**src/rtl/mux_arb_pkg.sv**
```systemverilog
// mux_arb_pkg: shared helpers for the parametrised select/arbitration mux.
package mux_arb_pkg;
  function automatic int wrap_inc(int i, int n);
    return (i == n - 1) ? 0 : i + 1;
  endfunction
endpackage

```
**src/rtl/rr_arbiter.sv**
```systemverilog
// rr_arbiter: combinational round-robin grant, scanning from ptr and wrapping modulo NCH.
module rr_arbiter
  import mux_arb_pkg::*;
#(
  parameter int NCH = 4,
  localparam int SELW = $clog2(NCH)
) (
  input  logic [NCH-1:0]  valid,
  input  logic [SELW-1:0] ptr,
  output logic [NCH-1:0]  grant
);
  always_comb begin
    logic [SELW-1:0] j;
    logic found;
    grant = '0;
    found = 1'b0;
    j = ptr;
    for (int k = 0; k < NCH; k++) begin
      if (!found && valid[j]) begin
        grant[j] = 1'b1;
        found = 1'b1;
      end
      j = SELW'(wrap_inc(int'(j), NCH));
    end
  end
endmodule

```
**src/rtl/mux_arb_n.sv**
```systemverilog
// mux_arb_n: NCH-way valid/ready mux with static-select or round-robin mode and one output register.
module mux_arb_n
  import mux_arb_pkg::*;
#(
  parameter int WIDTH = 12,
  parameter int NCH = 4,
  localparam int SELW = $clog2(NCH)
) (
  input  logic                 clk,
  input  logic                 reset,
  input  logic                 mode_rr,
  input  logic [SELW-1:0]      sel,
  input  logic [NCH-1:0]       in_valid,
  input  logic [NCH*WIDTH-1:0] in_data,
  output logic [NCH-1:0]       in_ready,
  output logic                 out_valid,
  output logic [WIDTH-1:0]     out_data,
  output logic [SELW-1:0]      out_ch,
  input  logic                 out_ready
);
  logic [SELW-1:0]  ptr, g_ch;
  logic [NCH-1:0]   rr_grant, grant;
  logic [WIDTH-1:0] g_data;
  logic             load, xfer;
  rr_arbiter #(.NCH(NCH)) u_rr (.valid(in_valid), .ptr(ptr), .grant(rr_grant));
  // AND-OR select keeps non-power-of-2 NCH cheap; sel beyond NCH-1 simply matches nothing
  always_comb begin
    grant = '0;
    g_data = '0;
    g_ch = '0;
    for (int i = 0; i < NCH; i++) begin
      grant[i] = mode_rr ? rr_grant[i] : (sel == SELW'(i)) && in_valid[i];
      g_data |= in_data[i*WIDTH +: WIDTH] & {WIDTH{grant[i]}};
      g_ch |= grant[i] ? SELW'(i) : '0;
    end
  end
  assign load = !out_valid || out_ready;
  assign in_ready = (load && !reset) ? grant : '0;
  assign xfer = |in_ready;
  always_ff @(posedge clk) begin
    if (reset) begin
      out_valid <= 1'b0;
      out_data <= '0;
      out_ch <= '0;
      ptr <= '0;
    end else if (load) begin
      out_valid <= xfer;
      if (xfer) begin
        out_data <= g_data;
        out_ch <= g_ch;
      end
      if (xfer && mode_rr) ptr <= SELW'(wrap_inc(int'(g_ch), NCH));
    end
  end
endmodule

```
**config.mk**
```make
export PLATFORM = sky130hd
export DESIGN_NAME = mux_arb_n
export DESIGN_NICKNAME = d
export VERILOG_FILES = /design/src/rtl/mux_arb_pkg.sv /design/src/rtl/rr_arbiter.sv /design/src/rtl/mux_arb_n.sv
export SDC_FILE = /design/constraint.sdc
export NUM_CORES = 1
export LEC_CHECK = 0
export ABC_AREA = 0
export CAP_MARGIN = 0
export CORE_ASPECT_RATIO = 0.5
export CORE_MARGIN = 5
export CORE_UTILIZATION = 45
export CTS_BUF_LIST = sky130_fd_sc_hd__clkbuf_16
export DETAILED_ROUTE_END_ITERATION = 10
export PLACE_DENSITY = 0.87
export SYNTH_ARGS = -nofsm -noshare
export SYNTH_HDL_FRONTEND = slang
export SYNTH_SLANG_ARGS = --single-unit
export TNS_END_PERCENT = 100
```
**constraint.sdc**
```tcl
create_clock -name clk -period 9.3 [get_ports clk]
set_input_delay 1.86 -clock clk [delete_from_list [all_inputs] [get_ports clk]]
set_output_delay 1.86 -clock clk [all_outputs]
set_load 0.01 [all_outputs]
```
# Word level (Yosys, flattened, before mapping)
# Cells that the tools add are included.
totals:
  ff_bits: 17
  latchBits: 0
  ramBits: 0
  mem_bits_ro: 0
  input_bits: 58
  output_inout_bits: 19
  wordCells: 93
  memories: 0
op_classes:
  add_sub_neg: 4
  multipliers: 0
  div_mod_pow: 0
  order_cmp: 8
  eq_ne: 7
  shift: 0
  mux: 35
  n_bitwise: 12
  reduce_logical: 23
op_table:
  columns: ["op", "count"]
  rows:
  - ["12-bit bitwise AND", 4]
  - ["12-bit bitwise OR", 3]
  - ["4-bit two-way mux", 5]
  - ["1-bit two-way mux", 16]
  - ["1-bit logical AND", 13]
  - ["2-bit by 3-bit < comparator with 1-bit output, second input constant", 4]
  - ["2-bit two-way mux", 6]
  - ["4-bit bitwise OR", 3]
  - ["2-bit by 1-bit equality test with 1-bit output, second input constant", 5]
  - ["2-bit by 1-bit adder with 2-bit output, second input constant", 4]
  - ["1-bit binary-select mux with 2-bit select", 4]
  - ["1-bit demux with 2-bit select", 4]
  - ["2-bit by 1-bit >= comparator with 1-bit output, second input constant", 4]
  - ["1-bit logical NOT", 5]
  - ["2-bit equality test, second input constant", 2]
  - ["2-bit AND reduction", 2]
  - ["4-bit OR reduction", 1]
  - ["2-bit logical NOT", 1]
  - ["1-bit by 2-bit bitwise OR with 2-bit output", 1]
  - ["2-bit bitwise OR", 1]
  - ["1-bit logical OR", 1]

# Logic depth before layout (Yosys ltp)
# Gate-level depths: netlist of the first run.
logic_depth:
  depth_word: 18
  depth_mapped: 12
  mapped_depth_nobuf: 9

# Hierarchy
# A second synthesis of the first run with hierarchy kept.
unflattened:
  hier_cells: 220
  hier_area_um2: 1810.5
modules_own_cells:
  columns: ["mod", "instances", "cells_each", "area_per_inst_um2", "seq_area_each_um2"]
  rows:
  - ["mux_arb_n", 1, 166, 1385.1, 340.3]
  - ["rr_arbiter", 1, 54, 425.4, 0.0]

# Least setup slack after synthesis of the first run
# Ideal clock, no wire load.
synth_path:
  path_type: "input port to output port"
  startpoint: "input port in_valid[1]"
  endpoint: "output port in_ready[0]"
  arrival_ns: 3.558
  required_time_ns: 7.440
  setup_slack_ns: 3.882
  cell_stages: 6
  cell_sequence: "nor3b_1 or4_4 a221oi_4 a211oi_2 buf_2 nor3_1"
synth_via:
  elab_chain_len: 14
  elab_cells_between_ends: 26
synth_lines:
  columns: ["element", "line", "text"]
  rows:
  - ["from (decl)", "mux_arb_n.sv:13", "input logic [NCH-1:0] in_valid,"]
  - ["1-bit binary-select mux with 2-bit select", "rr_arbiter.sv:19", "if (!found && valid[j]) begin"]
  - ["1-bit two-way mux (not written as such)", "rr_arbiter.sv:19", null]
  - ["1-bit two-way mux", "rr_arbiter.sv:19", null]
  - ["1-bit logical NOT", "rr_arbiter.sv:19", null]
  - ["1-bit logical AND", "rr_arbiter.sv:19", null]
  - ["1-bit two-way mux", "rr_arbiter.sv:19", null]
  - ["1-bit logical NOT", "rr_arbiter.sv:19", null]
  - ["1-bit logical AND", "rr_arbiter.sv:19", null]
  - ["1-bit two-way mux", "rr_arbiter.sv:19", null]
  - ["1-bit logical NOT", "rr_arbiter.sv:19", null]
  - ["1-bit logical AND", "rr_arbiter.sv:19", null]
  - ["4-bit two-way mux *", "rr_arbiter.sv:19", null]
  - ["1-bit two-way mux *", "mux_arb_n.sv:32", "grant[i] = mode_rr ? rr_grant[i] : (sel == SELW'(i)) && in_valid[i];"]
  - ["4-bit two-way mux *", "mux_arb_n.sv:38", "assign in_ready = (load && !reset) ? grant : '0;"]
  - ["to (decl)", "mux_arb_n.sv:15", "output logic [NCH-1:0] in_ready,"]
# Mark *: on every way between the ends. The rest lies on a longest branch, timed or not. The select of a mux whose other input is x is not followed.

# Final worst setup path of the first run
layout_path:
  startpoint: "input port in_valid[1]"
  endpoint: "output port in_ready[3]"
# The elaborated chain is that of the path after synthesis.

==> flow_summary.yaml, run 1 <==
worst_hold_path:
  min_from: "out_data[7]"
  hold_class: "flop to flop"
  worst_hold_path.endpoint: "out_data[7]"
  hold_path_depth: 2
cts:
  cts.clk_slew.worst_paths_ns: 0.05
  cts-root-buf: "clkbuf_16"
  cts_hold_buf: 0
  cts_setup_buffers: 0
  cts_buffers: 3
  clock_sinks: 17
  htreeDepth: 1
  clockBufferDepth: 2
  cts_tree: "done"
  ctsResizeCount: 0
  clock_latency_ns: 0.25
timing:
  max_freq_mhz: 149
  finalSetupViolations: 0
  period_needed_ns: 6.70
  slew_headroom_pct: 23.8
  timing.final.crit_share_pct: 72.0
  hold_violations: 0
  rsz0062_at_grt: "no"
  tns_ns: 0
  report.final.slew_viol_count: 0
  worst_slew_pin_slew_ns: 1.14
  skew_ns: 0.00253
power_and_ir_drop:
  p_int_uw: 237
  irDropWorstVdd_mv: 0.0748
  power_frac_seq_pct: 27.1
  p_sw_uw: 125
  clockPowerShare_pct: 23.7
  p_per_area_nw_per_um2: 147
  p_sw_share_pct: 34.6
  combPwrFrac_pct: 49.3
  p_leak_nw: 0.960
logic_synthesis:
  ys_types: 47
  ys.flop_type: "dfxtp_1"
  ys_ff_latch: 17
  synth_area_per_cell_um2: 8.68
  synth_edf_count: 0
  syn-cell-area_um2: 1640
  synth.net_count: 252
  synth_seq_area_share_pct: 20.7
  yosys_warnings: 0
  synthCells: 189
  async_reset_ff_share_pct: 0
worst_setup_path:
  timing.rr.end: "out_ch[0]"
  critPathBufInv: 2
  arrival_ns: 4.84
  slowest_delay_ns: 0.88
  critPathMaxFanout: 14
  crit_path_end_kind: "primary output"
  critPathSlowestCell: "a211oi_2"
  worstSetupStartpoint: "in_valid[1]"
  r2r-start: "ptr[0]"
  reg2reg_slack_ns: 4.71
  path_cells: "clkdlybuf4s50_1 -> mux2i_1 -> a211oi_1 -> a221oi_4 -> a211oi_2 -> nand2b_1 -> nor2_1 -> clkdlybuf4s50_1"
  cp_top_family: "compound AO/OA/AOI/OAI gates"
  worst_path_most_repeated_cell: "clkdlybuf4s50_1"
  path_class: "input pin to primary output"
  worstRegToRegCells: 9
  worstSetupStartpointType: "input pin"
  worstPathRequired_ns: 7.44
grt:
  first_global_vias: 1737
  gr-usage-met2_pct: 36.8
  grt_pass1_wl_um: 7780
  use_met1_pct: 22.9
  grt_max_degree: 20
  grt.busiest_layer: "met2"
  grt-ovfl-total: 0
  grtUsageMet3_pct: 3.87
  grt_use_total_pct: 19.5
  grt_antenna_before_repair: 0
cells_and_area:
  fin_nets: 320
  n_antenna_cell: 0
  syn_to_final_growth_pct: 50.1
  stdcell_count: 307
  final_cell_mix: "76 x clkdlybuf4s50_1, 29 x nand2_1, 17 x nand2b_1, 17 x dfxtp_1, 16 x mux2i_1"
  final_common_cell: "clkdlybuf4s50_1"
  drive_gt1_share_pct: 9.38
floorplan:
  placementRows: 15
  start_util_pct: 47.2
  ioPinCount: 77
  die_h_um: 52.7
  coreArea_um2: 3470
  die-area_um2: 5030
  die-width_um: 95.4
place:
  placedCellCount: 303
  gp_congestion: 0.806
  portBuffers: 76
  dp_hpwl_um: 3860
routing:
  drtPass1Iterations: 4
  via_per_inst: 5.55
  drc_errors: 0
  drtIter0Drc: 90
  wl_um: 4930
  via_count: 1703
  antenna_left: 0
  avgRoutedWirePerCell_um: 16.0
job:
  maxCapViolCount: 0
run_status:
  status: "finished clean"
-- power groups by stage --
stage / clock network (mW) / registers [mW] / logic (mW)
finish: 0.0859 / 0.0981 / 0.179
global route: 0.0908 / 0.100 / 0.191
CTS: 0.0875 / 0.0983 / 0.179
detailed placement: 0 / 0.0998 / 0.178
global placement: 0 / 0.0990 / 0.174
floorplan: 0 / 0.103 / 0.105
-- flip-flops by register name, summed over array words and instances, names as in the netlist --
signal,flops
out_data,12
out_ch,2
ptr,2
out_valid,1
-- kinds of logic after synthesis --
family / share of synthesized area (%)
compound gates: 32.0
xor+xnor: 0.534
fa+ha+maj: 3.81
buf+inv: 6.79
flops: 20.7
mux: 12.7
simple gates: 23.4
-- worst max-delay path by stage --
stage	end	slack, ns	cells after the start
5_1_grt	in_ready[3]	2.42	8
2_1_floorplan	in_ready[0]	3.88	6
6_report	in_ready[3]	2.60	8
3_5_place_dp	in_ready[3]	2.63	8
3_3_place_gp	in_ready[3]	2.75	8
4_1_cts	in_ready[3]	2.62	8
-- area by class of cell --
class,count,area [um^2]
timing repair buffer,76,761
inverter,8,30.0
multi-input combinational,151,1190
tap,51,63.8
clock inverter,1,3.75
sequential,17,340
fill,272,1010
clock buffer,3,75.1
-- worst register-to-register path, delay by kind of cell (launching register included) --
| kind | cells | cell delay (ns) |
|---|---|---|
| adder cells (fa/ha/maj) | 1 | 0.59 |
| buffers and inverters | 1 | 0.19 |
| flip-flops | 1 | 0.67 |
| AO/OA/AOI/OAI | 5 | 2.57 |
| multiplexers | 2 | 0.49 |
-- through the flow --
step           util, %  power, mW  hold WS [ns]  area (um^2)  worst slack, ns
2_1_floorplan        -      0.208         0.496         1640             3.88
3_3_place_gp      68.6      0.273         0.462         2380             2.75
3_5_place_dp      68.6      0.278         0.469         2380             2.63
4_1_cts           70.9      0.365         0.478         2460             2.62
5_1_grt           70.9      0.382         0.498         2460             2.42
6_report          70.9      0.363         0.474         2460             2.60
-- cell usage after synthesis, drive strengths merged, types with 2 or more instances --
cell	number	area, um^2
inv	8	30.0
a21oi	4	20.0
mux2i	16	160
a211oi	6	65.1
nor2b	2	15.0
o21ai	2	10.0
a31o	2	17.5
o22ai	13	95.1
nor3b	2	15.0
nor4b	2	30.0
o311ai	5	51.3
nor3	3	15.0
mux2	2	26.3
dfxtp	17	340
a221oi	14	158
nor2	7	33.8
nand2b	17	106
nand2	29	109
a31oi	2	12.5
buf	8	62.6
ha	5	62.6
and4	4	35.0
clkbuf	5	18.8
-- layer usage --
layer	vias up	routed length [um]
met2	55	2570
met4	0	13
met5	-	0
li1	851	-
met3	2	250
met1	795	2100
Power figures use the tool's default switching activity.
==> inputs of run 2 (changes only) <==
--- a/config.mk
+++ b/config.mk
@@ -9,10 +9,10 @@
 export CAP_MARGIN = 0
 export CORE_ASPECT_RATIO = 0.5
 export CORE_MARGIN = 5
-export CORE_UTILIZATION = 45
+export CORE_UTILIZATION = 42
 export CTS_BUF_LIST = sky130_fd_sc_hd__clkbuf_16
 export DETAILED_ROUTE_END_ITERATION = 10
-export PLACE_DENSITY = 0.87
+export PLACE_DENSITY = 0.82
 export SYNTH_ARGS = -nofsm -noshare
 export SYNTH_HDL_FRONTEND = slang
 export SYNTH_SLANG_ARGS = --single-unit
==> constraint.sdc (replaced) <==
create_clock -name clk -period 6.8 [get_ports clk]
set_input_delay 1.36 -clock clk [delete_from_list [all_inputs] [get_ports clk]]
set_output_delay 1.36 -clock clk [all_outputs]
set_load 0.01 [all_outputs]
==> flow_summary.yaml, run 2 (synthesis gave the netlist of run 1 again) <==
run_status:
  status: "finished clean"
timing:
  finalSetupViolations: 0
  period_needed_ns: 5.59
  skew_ns: 0.00418
  worst_slew_pin_slew_ns: 0.963
  timing.final.crit_share_pct: 82.2
  report.final.slew_viol_count: 0
  hold_violations: 0
  rsz0062_at_grt: "no"
  slew_headroom_pct: 35.6
  max_freq_mhz: 179
  tns_ns: 0
worst_setup_path:
  path_class: "input pin to primary output"
  endpoint: "in_ready[3]"
  critPathMaxFanout: 14
  arrival_ns: 4.23
  worstSetupStartpointType: "input pin"
  worstRegToRegCells: 9
  slowest_delay_ns: 0.63
  critPathBufInv: 3
  worstSetupStartpoint: "in_valid[0]"
  cp_num_cells: 9
  critPathSlowestCell: "mux4_2"
  worst_path_most_repeated_cell: "clkdlybuf4s50_1"
  worstPathRequired_ns: 5.44
  crit_path_end_kind: "primary output"
  timing.rr.end: "out_data[3]"
  cp_top_family: "buffers and inverters"
  path_cells: "clkdlybuf4s50_1 -> mux4_2 -> a2111oi_2 -> and4_1 -> a211oi_2 -> buf_4 -> nand2b_1 -> nor2_1 -> clkdlybuf4s50_1"
  reg2reg_slack_ns: 2.64
  r2r-start: "ptr[0]"
routing:
  drc_errors: 0
  drtIter0Drc: 133
  wl_um: 5170
  antenna_left: 0
  avgRoutedWirePerCell_um: 16.6
  drtPass1Iterations: 4
  via_count: 1739
  via_per_inst: 5.57
floorplan:
  die-area_um2: 5330
  placementRows: 16
  ioPinCount: 77
  start_util_pct: 42.7
  die-width_um: 98.4
  coreArea_um2: 3840
  die_h_um: 54.2
cts:
  clockBufferDepth: 2
  cts_tree: "done"
  cts_hold_buf: 0
  clock_sinks: 17
  ctsResizeCount: 0
  cts_setup_buffers: 0
  cts.clk_slew.worst_paths_ns: 0.06
  clock_latency_ns: 0.25
  htreeDepth: 1
  cts-root-buf: "clkbuf_16"
  cts_buffers: 3
grt:
  grt-ovfl-total: 0
  first_global_vias: 1788
  grt_antenna_before_repair: 0
  grt_use_total_pct: 19.1
  grt_pass1_wl_um: 8110
  grt_max_degree: 20
cells_and_area:
  final_common_cell: "clkdlybuf4s50_1"
  n_fill_cell: 322
  final_cell_mix: "76 x clkdlybuf4s50_1, 29 x nand2_1, 17 x nand2b_1, 17 x dfxtp_1, 16 x mux2i_1"
  drive_gt1_share_pct: 10.5
  fin_nets: 322
  regArea_um2: 340
  largest_reg_flops: 12
  multi_input_area_um2: 1190
  reg.largest.list: "out_data (12), out_ch (2), ptr (2)"
  syn_to_final_growth_pct: 51.5
  n_antenna_cell: 0
  largest-register: "out_data"
place:
  dp_hpwl_um: 4010
  portBuffers: 76
  gp_congestion: 0.876
worst_hold_path:
  hold_class: "flop to flop"
  min_from: "out_data[6]"
power_and_ir_drop:
  p_leak_nw: 0.965
  total_power_uw: 507
  irDropWorstVdd_mv: 0.114
  p_per_area_nw_per_um2: 204
job:
  maxCapViolCount: 0
run 2: cell count changes in the layout (fill, tap and decap cells not counted), sizes merged:
cell,previous run,this run
buf,0,2
clkinvlp,0,1
inv,9,8
run 2: how the worst min path moves through the flow:
| stage | end | depth (start not counted) |
|---|---|---|
| final | out_data[6] | 2 |
| after global routing | out_ch[0] | 2 |
| after CTS | out_data[6] | 2 |
| after detailed placement | out_data[6] | 2 |
| after global placement | out_data[6] | 2 |
| after floorplan | out_data[5] | 2 |
run 2: layer usage:
metal | routed length, um | GRT usage, %
met5 | 0 | 0
met2 | 2830 | 37.6
met4 | 36 | 5.67
met1 | 1940 | 21.1
met3 | 358 | 4.53
run 2: final cells by class:
| class | instances | area share (%) |
|---|---|---|
| clock inverter | 1 | 0.302 |
| sequential | 17 | 13.7 |
| inverter | 8 | 1.21 |
| multi-input combinational | 151 | 47.8 |
| tap | 54 | 2.72 |
| timing repair buffer | 78 | 31.2 |
| clock buffer | 3 | 3.02 |
run 2: where the power goes:
group | internal [mW] | switching [mW] | leakage [nW]
Clock | 0.0795 | 0.0438 | 0.0371
Sequential | 0.120 | 0.0146 | 0.142
Combinational | 0.129 | 0.121 | 0.786
Total | 0.328 | 0.179 | 0.965
run 2: per-stage QoR:
stage	utilization, %	worst slack, ns	cell area, um^2	cells	hold slack (ns)
global placement	62.5	1.32	2400	308	0.462
detailed placement	62.5	1.23	2400	308	0.465
finish	64.6	1.21	2480	312	0.471
floorplan	-	2.38	1640	189	0.496
CTS	64.6	1.20	2480	312	0.475
global route	64.6	1.03	2480	312	0.498
run 2: worst reg2reg max path, delay by kind of cell (launching register included):
family,cells,cell delay [ns]
adder cells (fa/ha/maj),1,0.59
buffers and inverters,1,0.24
AO/OA/AOI/OAI,4,1.91
flip-flops,1,0.70
multiplexers,2,0.48
AND/OR/NAND/NOR,1,0.18
==> inputs of run 3 (changes only) <==
==> constraint.sdc (replaced) <==
create_clock -name clk -period 5.66 [get_ports clk]
set_input_delay 1.132 -clock clk [delete_from_list [all_inputs] [get_ports clk]]
set_output_delay 1.132 -clock clk [all_outputs]
set_load 0.01 [all_outputs]
==> flow_summary.yaml, run 3 (synthesis gave the netlist of run 1 again) <==
timing:
  finalSetupViolations: 0
  hold_violations: 0
  tns_ns: 0
  worst_slew_pin_slew_ns: 0.940
  worst_slack_ns: 0.670
  timing.final.crit_share_pct: 88.2
  period_needed_ns: 4.99
  rsz0062_at_grt: "no"
  report.final.slew_viol_count: 0
  slew_headroom_pct: 37.4
  max_freq_mhz: 200
  skew_ns: 0.00177
power_and_ir_drop:
  clockPowerShare_pct: 24.1
  p_leak_nw: 0.970
  combPwrFrac_pct: 49.4
  p_int_uw: 395
  p_sw_share_pct: 35.0
  p_per_area_nw_per_um2: 244
  power_frac_seq_pct: 26.5
  p_sw_uw: 213
  irDropWorstVdd_mv: 0.121
floorplan:
  start_util_pct: 42.7
  placementRows: 16
  coreArea_um2: 3840
  die-width_um: 98.4
  die_h_um: 54.2
  ioPinCount: 77
  die-area_um2: 5330
cells_and_area:
  final_util_pct: 64.8
  final_area_um2: 2490
  reg.largest.list: "out_data (12), out_ch (2), ptr (2)"
  final_common_cell: "clkdlybuf4s50_1"
  largest_reg_flops: 12
  largest-register: "out_data"
  syn_to_final_growth_pct: 51.9
  drive_gt1_share_pct: 10.8
  n_fill_cell: 319
  n_antenna_cell: 0
  fin_nets: 323
  final_cell_mix: "76 x clkdlybuf4s50_1, 29 x nand2_1, 17 x nand2b_1, 17 x dfxtp_1, 16 x mux2i_1"
cts:
  ctsResizeCount: 0
  cts_hold_buf: 0
  cts-root-buf: "clkbuf_16"
  clock_sinks: 17
  cts_setup_buffers: 0
  clockBufferDepth: 2
  clock_latency_ns: 0.25
  cts_tree: "done"
  cts.clk_slew.worst_paths_ns: 0.05
  htreeDepth: 1
  cts_buffers: 3
routing:
  drtPass1Iterations: 4
  wl_um: 5050
  avgRoutedWirePerCell_um: 16.1
  antenna_left: 0
  drtIter0Drc: 66
  drc_errors: 0
  via_count: 1781
  via_per_inst: 5.69
run_status:
  status: "finished clean"
worst_setup_path:
  worstRegToRegCells: 9
  path_class: "input pin to primary output"
  worstSetupStartpointType: "input pin"
  critPathMaxFanout: 10
  arrival_ns: 3.86
  worstPathRequired_ns: 4.53
  crit_path_end_kind: "primary output"
grt:
  grt_antenna_before_repair: 0
  grt_max_degree: 20
  grt_use_total_pct: 19.2
  grt-ovfl-total: 0
  grt_pass1_wl_um: 8140
  first_global_vias: 1738
place:
  portBuffers: 76
  gp_congestion: 0.798
  placed_area_um2: 2410
  pre_cts_slack_ns: 0.722
  dp_hpwl_um: 3940
worst_hold_path:
  hold_class: "flop to flop"
  hold_path_depth: 2
job:
  maxCapViolCount: 0
==> run 3: power by group through the flow <==
stage | clock network, mW | logic [mW] | registers, mW
after floorplan | 0 | 0.173 | 0.170
after global placement | 0 | 0.292 | 0.163
after detailed placement | 0 | 0.298 | 0.164
after CTS | 0.148 | 0.300 | 0.162
after global routing | 0.156 | 0.324 | 0.164
final | 0.147 | 0.300 | 0.161
==> run 3: metal layers <==
metal  wire length (um)  GRT usage (%)  up-vias
met1               2040           21.0      854
met4                 48           6.12        0
met2               2680           37.9       60
li1                   -              -      859
met3                277           4.27        8
met5                  0              0        -
==> run 3: cell type report <==
cell class | instances | area, um^2 | share of cell area (%)
Multi-Input combinational cell | 151 | 1190 | 47.7
Timing Repair Buffer | 79 | 783 | 31.4
Sequential cell | 17 | 340 | 13.7
Clock buffer | 3 | 75.1 | 3.01
Tap cell | 54 | 67.6 | 2.71
Inverter | 8 | 30.0 | 1.20
Clock inverter | 1 | 7.51 | 0.301
==> run 3: final timing paths <==
kind                from     endpoint  slack [ns]
min          out_data[5]  out_data[5]        0.47
max reg2reg       ptr[0]  out_data[7]        1.48
min reg2reg  out_data[5]  out_data[5]        0.47
max          in_valid[0]  in_ready[1]        0.67
==> run 3: critical path, cell delays in order <==
cell and delay, ns:
clkdlybuf4s50_1 0.51, mux4_2 0.63, a2111oi_2 0.37, and4_1 0.31, a211oi_2 0.09, nor3_1 0.22, clkdlybuf4s50_1 0.58
==> run 3: through the flow <==
step	power (mW)	hold WS (ns)	cells
floorplan	0.342	0.496	189
global placement	0.455	0.462	309
detailed placement	0.462	0.468	309
CTS	0.609	0.477	313
global route	0.644	0.503	313
finish	0.608	0.473	313
